==> config.mk <==
export PLATFORM = sky130hd
export DESIGN_NAME = timer_display
export DESIGN_NICKNAME = d
export VERILOG_FILES = /design/src/rtl/timer_display.sv
export SDC_FILE = /design/constraint.sdc
export NUM_CORES = 1
export LEC_CHECK = 0
export CAP_MARGIN = 30
export CORE_MARGIN = 5
export CORE_UTILIZATION = 31
export DETAILED_ROUTE_END_ITERATION = 6
export PLACE_DENSITY = 0.5
export SETUP_SLACK_MARGIN = 0.15
export SLEW_MARGIN = 20
export SYNTH_ARGS = -nofsm -noshare
export SYNTH_HDL_FRONTEND = slang
export SYNTH_SLANG_ARGS = --single-unit
==> constraint.sdc <==
create_clock -name clk -period 4.2 [get_ports clk]
set_input_delay 0.42 -clock clk [delete_from_list [all_inputs] [get_ports clk]]
set_output_delay 0.42 -clock clk [all_outputs]
set_load 0.02 [all_outputs]
==> src/rtl/timer_display.sv <==
// timer_display: converts a packed countdown time to BCD and scans it onto an 8-digit 7-segment display.
//   Ports: clk, reset (async, active-low), time_in[26:0] {hr,min,sec,ms}, time_valid,
//          seg[6:0] {g..a} active-low, dp active-low, an[7:0] active-low, busy.
//   Optional macro TIMER_DISPLAY_BLANK_EN: blank zero hr tens digit and all digits until first commit.
module timer_display #(
    parameter int REFRESH_DIV = 100000
) (
    input  logic        clk,
    input  logic        reset,
    input  logic [26:0] time_in,
    input  logic        time_valid,
    output logic [6:0]  seg,
    output logic        dp,
    output logic [7:0]  an,
    output logic        busy
);
    localparam int CW = $clog2(REFRESH_DIV);
    localparam logic [CW-1:0] LAST = CW'(REFRESH_DIV - 1);
`ifdef TIMER_DISPLAY_BLANK_EN
    localparam logic [6:0] SEG_RST = 7'b1111111;
`else
    localparam logic [6:0] SEG_RST = 7'b1000000;
`endif

    typedef enum logic [1:0] {IDLE, SHIFT, COMMIT} state_t;

    state_t        state, state_n;
    logic [3:0]    step;
    logic          pend;
    logic [26:0]   pend_data;
    logic [26:0]   src;
    logic          start;
    logic [9:0]    bin [4];
    logic [11:0]   bcd [4];
    logic [3:0]    dig [8];
    logic [3:0]    dig_n [8];
    logic [CW-1:0] rcnt;
    logic [2:0]    idx, idx_n;
    logic [6:0]    seg_n;

    // One double-dabble step: add 3 to every nibble >= 5, then shift in the next binary bit.
    function automatic logic [11:0] dabble(input logic [11:0] b, input logic in_bit);
        logic [11:0] t;
        t = b;
        for (int k = 0; k < 3; k++)
            t[k*4 +: 4] = t[k*4 +: 4] >= 4'd5 ? t[k*4 +: 4] + 4'd3 : t[k*4 +: 4];
        return {t[10:0], in_bit};
    endfunction

    function automatic logic [6:0] enc(input logic [3:0] d);
        case (d)
            4'd0:    enc = 7'b1000000;
            4'd1:    enc = 7'b1111001;
            4'd2:    enc = 7'b0100100;
            4'd3:    enc = 7'b0110000;
            4'd4:    enc = 7'b0011001;
            4'd5:    enc = 7'b0010010;
            4'd6:    enc = 7'b0000010;
            4'd7:    enc = 7'b1111000;
            4'd8:    enc = 7'b0000000;
            4'd9:    enc = 7'b0010000;
            default: enc = 7'b1111111;
        endcase
    endfunction

    always_ff @(posedge clk or negedge reset)
        if (!reset) state <= IDLE;
        else        state <= state_n;

    always_comb begin
        state_n = state;
        case (state)
            IDLE:    state_n = time_valid ? SHIFT : IDLE;
            SHIFT:   state_n = step == 4'd9 ? COMMIT : SHIFT;
            COMMIT:  state_n = (pend || time_valid) ? SHIFT : IDLE;
            default: state_n = IDLE;
        endcase
    end

    assign busy  = state != IDLE;
    assign start = state != SHIFT && state_n == SHIFT;
    // A sample arriving in the COMMIT cycle is newer than the buffered one, so it wins.
    assign src   = (state == IDLE || time_valid) ? time_in : pend_data;

    always_ff @(posedge clk or negedge reset)
        if (!reset) begin
            pend      <= 1'b0;
            pend_data <= '0;
        end else if (state == COMMIT && start) begin
            pend <= 1'b0;
        end else if (busy && time_valid) begin
            pend      <= 1'b1;
            pend_data <= time_in;
        end

    always_ff @(posedge clk or negedge reset)
        if (!reset) begin
            step <= '0;
            for (int k = 0; k < 4; k++) begin
                bin[k] <= '0;
                bcd[k] <= '0;
            end
        end else if (start) begin
            step   <= '0;
            bin[0] <= {5'd0, src[26:22]};
            bin[1] <= {4'd0, src[21:16]};
            bin[2] <= {4'd0, src[15:10]};
            bin[3] <= src[9:0] > 10'd999 ? 10'd999 : src[9:0];
            for (int k = 0; k < 4; k++) bcd[k] <= '0;
        end else if (state == SHIFT) begin
            step <= step + 4'd1;
            for (int k = 0; k < 4; k++) begin
                bcd[k] <= dabble(bcd[k], bin[k][9]);
                bin[k] <= bin[k] << 1;
            end
        end

    // Digit registers only take the finished conversion, never a partial one.
    always_comb begin
        for (int k = 0; k < 8; k++) dig_n[k] = dig[k];
        if (state == COMMIT) begin
            dig_n[7] = bcd[0][7:4];
            dig_n[6] = bcd[0][3:0];
            dig_n[5] = bcd[1][7:4];
            dig_n[4] = bcd[1][3:0];
            dig_n[3] = bcd[2][7:4];
            dig_n[2] = bcd[2][3:0];
            dig_n[1] = bcd[3][11:8];
            dig_n[0] = bcd[3][7:4];
        end
    end

    assign idx_n = rcnt == LAST ? idx + 3'd1 : idx;

`ifdef TIMER_DISPLAY_BLANK_EN
    logic blank, blank_n;
    assign blank_n = blank && state != COMMIT;
    always_ff @(posedge clk or negedge reset)
        if (!reset) blank <= 1'b1;
        else        blank <= blank_n;
    assign seg_n = (blank_n || (idx_n == 3'd7 && dig_n[7] == 4'd0)) ? 7'b1111111 : enc(dig_n[idx_n]);
`else
    assign seg_n = enc(dig_n[idx_n]);
`endif

    // Outputs are registered from next-state values so an, seg and dp always change together.
    always_ff @(posedge clk or negedge reset)
        if (!reset) begin
            rcnt <= '0;
            idx  <= '0;
            an   <= 8'hFE;
            seg  <= SEG_RST;
            dp   <= 1'b1;
            for (int k = 0; k < 8; k++) dig[k] <= '0;
        end else begin
            rcnt <= rcnt == LAST ? '0 : rcnt + 1'b1;
            idx  <= idx_n;
            an   <= ~(8'd1 << idx_n);
            seg  <= seg_n;
            dp   <= !(idx_n == 3'd6 || idx_n == 3'd4 || idx_n == 3'd2);
            dig  <= dig_n;
        end
endmodule
==> metrics, run 1 <==
Critical Path Max Stage Delay 0.60 ns; CP Capture Type flip-flop; largest net degree at the start of global routing 80; die area 32300 um2; post-DP HPWL 12600 um; GP Congestion 0.794; Hold Vio Cnt, Final 1; setup bufs post-CTS 0; CTS max path bufs 2; internal power 4.41 mW; max-slew violation count 0; Worst slew margin 0.501; final WL 18400 um; CP Class reg -> reg; Avg WL per Cell 15.0 um; minimum clock period 3.60 ns; synthesized area per cell 11.2 um2; Max-Cap Viols 0; Unique masters post-synth 70; XOR/XNOR Fraction of Synth Area 0.0295; post-CTS sizing 0; Comb pwr share 0.347; DR vias/cell 4.79; Seq pwr share 0.404; Worst path most repeated cell mux2i_1; fin area 10500 um2; outcome finished with violations; nets 891; sw frac 0.350; Overflow after GRT 0; hold slack -0.0000783 ns; CTS tree built; first-pass GRT wire length 31400 um; Layout area overhead 17.1%; Post-synth EDFFs 0; Clk Latency, worst-skew pair 0.43 ns; worst path cell trace or4b_4, nor4_4, buf_4, mux2i_1, o211ai_1, a211oi_1, or2_1, inv_1, ha_1, mux2i_1, mux2i_1; Antenna Cells 0; register area share after synthesis 0.501; die height 180 um; complex-gate fraction of the synthesized area 0.125; main combinational cell family by area after synthesis multiplexers; router iterations before antenna repair 4; post-synthesis mux area share 0.154; r2r worst-path depth 11; CTS H-tree depth 4; Starting Density 0.313; IO Port Bufs 46; DRC 0; Worst Hold Class in -> async; Synth Area in Adders 0.0379; DR vias 5901; CP arrival 3.90 ns; TNS Setup 0 ns; Max Clk Rate 278 MHz; reg2reg end seg[0]; Site Rows 62; crit share post-route 0.857; Net Sw Power 2.37 mW; cts hold-fix bufs 0; DP Area 9830 um2; crit path launch type flip-flop; total track usage 0.117; share of layout cells above drive strength 1 0.185; Worst-path clk slew 0.07 ns; pwr dens 649 nW/um2; static leakage 4.43 nW; actual slew at the worst max-slew pin 0.748 ns; Final setup viols 0; Clk pwr share 0.249; Syn Inst Count 797; slowest CP cell or4b_4; Clock Sinks 178; Synth Area in Simple Gates 0.114; cts bufs inserted 17; reg2reg setup slack 0.60 ns; initial antenna violation count 0; cell area after synthesis 8920 um2; Core Area 28500 um2; ys flop type dfrtp_1; boundary pin count 47; yosys warns 0; RSZ-0062 raised after global routing false; die width 180 um; worst flop-to-flop path startpoint rcnt[5]; First DRT Iteration DRCs 302; critical path peak fanout 13; ys async rst share 1.00; clk root buf clkbuf_16; clock skew 0.0158 ns; peak supply drop 0.295 mV; WP data required 4.50 ns; violated checks hold timing; Synth Register Bits 178; number of global-route vias before repair 6007; syn_nets 854; Routed Antenna Nets 0
==> power by group through the flow <==
| stage | registers [mW] | logic (mW) | clock network (mW) |
|---|---|---|---|
| after floorplan | 2.67 | 1.80 | 0 |
| after global placement | 2.77 | 2.35 | 0 |
| after detailed placement | 2.78 | 2.39 | 0 |
| after CTS | 2.75 | 2.40 | 1.74 |
| after global routing | 2.83 | 2.68 | 1.81 |
| final | 2.74 | 2.35 | 1.69 |
==> cell usage after synthesis (3+ instances only) <==
cell	n	area, um2
a211oi_1	4	30.0
dfstp_2	9	236
mux4_2	11	248
nand2b_1	10	62.6
o2bb2ai_1	3	26.3
nor2b_1	6	37.5
a32o_1	9	90.1
xnor2_1	19	166
nor2_1	38	143
nand4_1	5	31.3
or2_2	5	31.3
dfrtp_1	169	4230
clkbuf_1	38	143
o31ai_1	13	97.6
nand3_1	41	205
mux2_2	53	597
o21ai_0	65	325
a21oi_1	20	100
o211ai_1	5	37.5
nand2_1	61	229
ha_1	27	338
a22oi_1	21	158
and3_1	4	25.0
or3_1	3	18.8
mux2i_1	50	500
o22ai_1	3	18.8
xor2_1	11	96.3
inv_1	40	150
o32ai_1	5	43.8
==> area by class of cell <==
class / count / area, um2
clock buffer: 20 / 437
multi-input combinational: 532 / 4130
clock inverter: 12 / 180
sequential: 178 / 4470
timing repair buffer: 63 / 602
fill: 2907 / 18100
tap: 384 / 480
inverter: 42 / 158
==> state kept, by name, indices dropped and copies added, names as in the netlist <==
register and cells:
state 2, pend_data 27, dp 1, bcd 36, idx 3, dig 32, rcnt 17, an 8
pend 1, bin 40, seg 7, step 4
==> stage by stage <==
step / instances / hold slack, ns / utilization / total power, mW / setup WS [ns]
detailed placement: 1199 / 0.465 / 0.344 / 5.17 / 0.658
CTS: 1231 / 0.0364 / 0.366 / 6.89 / 0.628
global placement: 1199 / 0.459 / 0.344 / 5.12 / 0.826
finish: 1231 / -0.0000783 / 0.366 / 6.78 / 0.601
floorplan: 797 / 0.124 / - / 4.47 / 1.14
global route: 1231 / 0.0637 / 0.366 / 7.32 / 0.355
==> worst max-delay path, delay by kind of cell (launching register included) <==
| kind | cells | cell delay (ns) |
|---|---|---|
| AO/OA/AOI/OAI | 2 | 0.51 |
| adder cells (fa/ha/maj) | 1 | 0.22 |
| flip-flops | 1 | 0.44 |
| buffers and inverters | 2 | 0.38 |
| multiplexers | 3 | 0.70 |
| AND/OR/NAND/NOR | 3 | 1.22 |
==> routing by layer <==
metal / global-route usage / part of all wire / vias up
met5: 0 / 0 / -
met4: 0.0265 / 0.0095 / 0
met3: 0.0295 / 0.028 / 14
met2: 0.185 / 0.46 / 70
met1: 0.163 / 0.50 / 2901
li1: - / - / 2916
==> worst max path at each step <==
stage / start / to / slack, ns / cells past startpoint
3_3_place_gp: rcnt[5] / seg[4] / 0.83 / 10
4_1_cts: rcnt[5] / seg[0] / 0.63 / 11
2_1_floorplan: rcnt[5] / seg[4] / 1.14 / 9
5_1_grt: rcnt[5] / seg[5] / 0.35 / 11
3_5_place_dp: rcnt[5] / seg[0] / 0.66 / 11
6_report: rcnt[5] / seg[0] / 0.60 / 11
==> logic make-up (layout without fill, tap and decap cells) <==
logic type                 count (synthesis)  after routing
AOI/OAI and AO/OA                        165            165
buffers and inverters                     87            137
adders and majority gates                 27             27
muxes                                    116            116
DFF                                      178            178
and+or+nand+nor                          194            194
xor gates and xnor gates                  30             30
==> cell usage in the layout, fill, tap and decap left out, types with 3 or more instances in the layout <==
cell	instances
a211oi_1	4
a21oi_1	20
a22oi_1	21
a32o_1	9
and3_1	4
buf_4	16
bufinv_16	4
clkbuf_1	3
clkbuf_16	17
clkdlybuf4s50_1	45
dfrtp_1	169
dfstp_2	9
ha_1	27
inv_1	40
mux2_2	53
mux2i_1	50
mux4_2	11
nand2_1	61
nand2b_1	9
nand3_1	41
nand4_1	5
nor2_1	37
nor2b_1	3
nor2b_4	3
o211ai_1	5
o21ai_0	65
o22ai_1	3
o2bb2ai_1	3
o31ai_1	13
o32ai_1	5
or2_2	5
or3_1	3
xnor2_1	19
xor2_1	11
(Power assumes the default switching activity.)
==> run 2, diff against run 1 <==
Settings changed: ABC_CLOCK_PERIOD_IN_PS set to 4200.
==> results of run 2 <==
No change in the layout: final DEF, timing and power equal those of run 1.
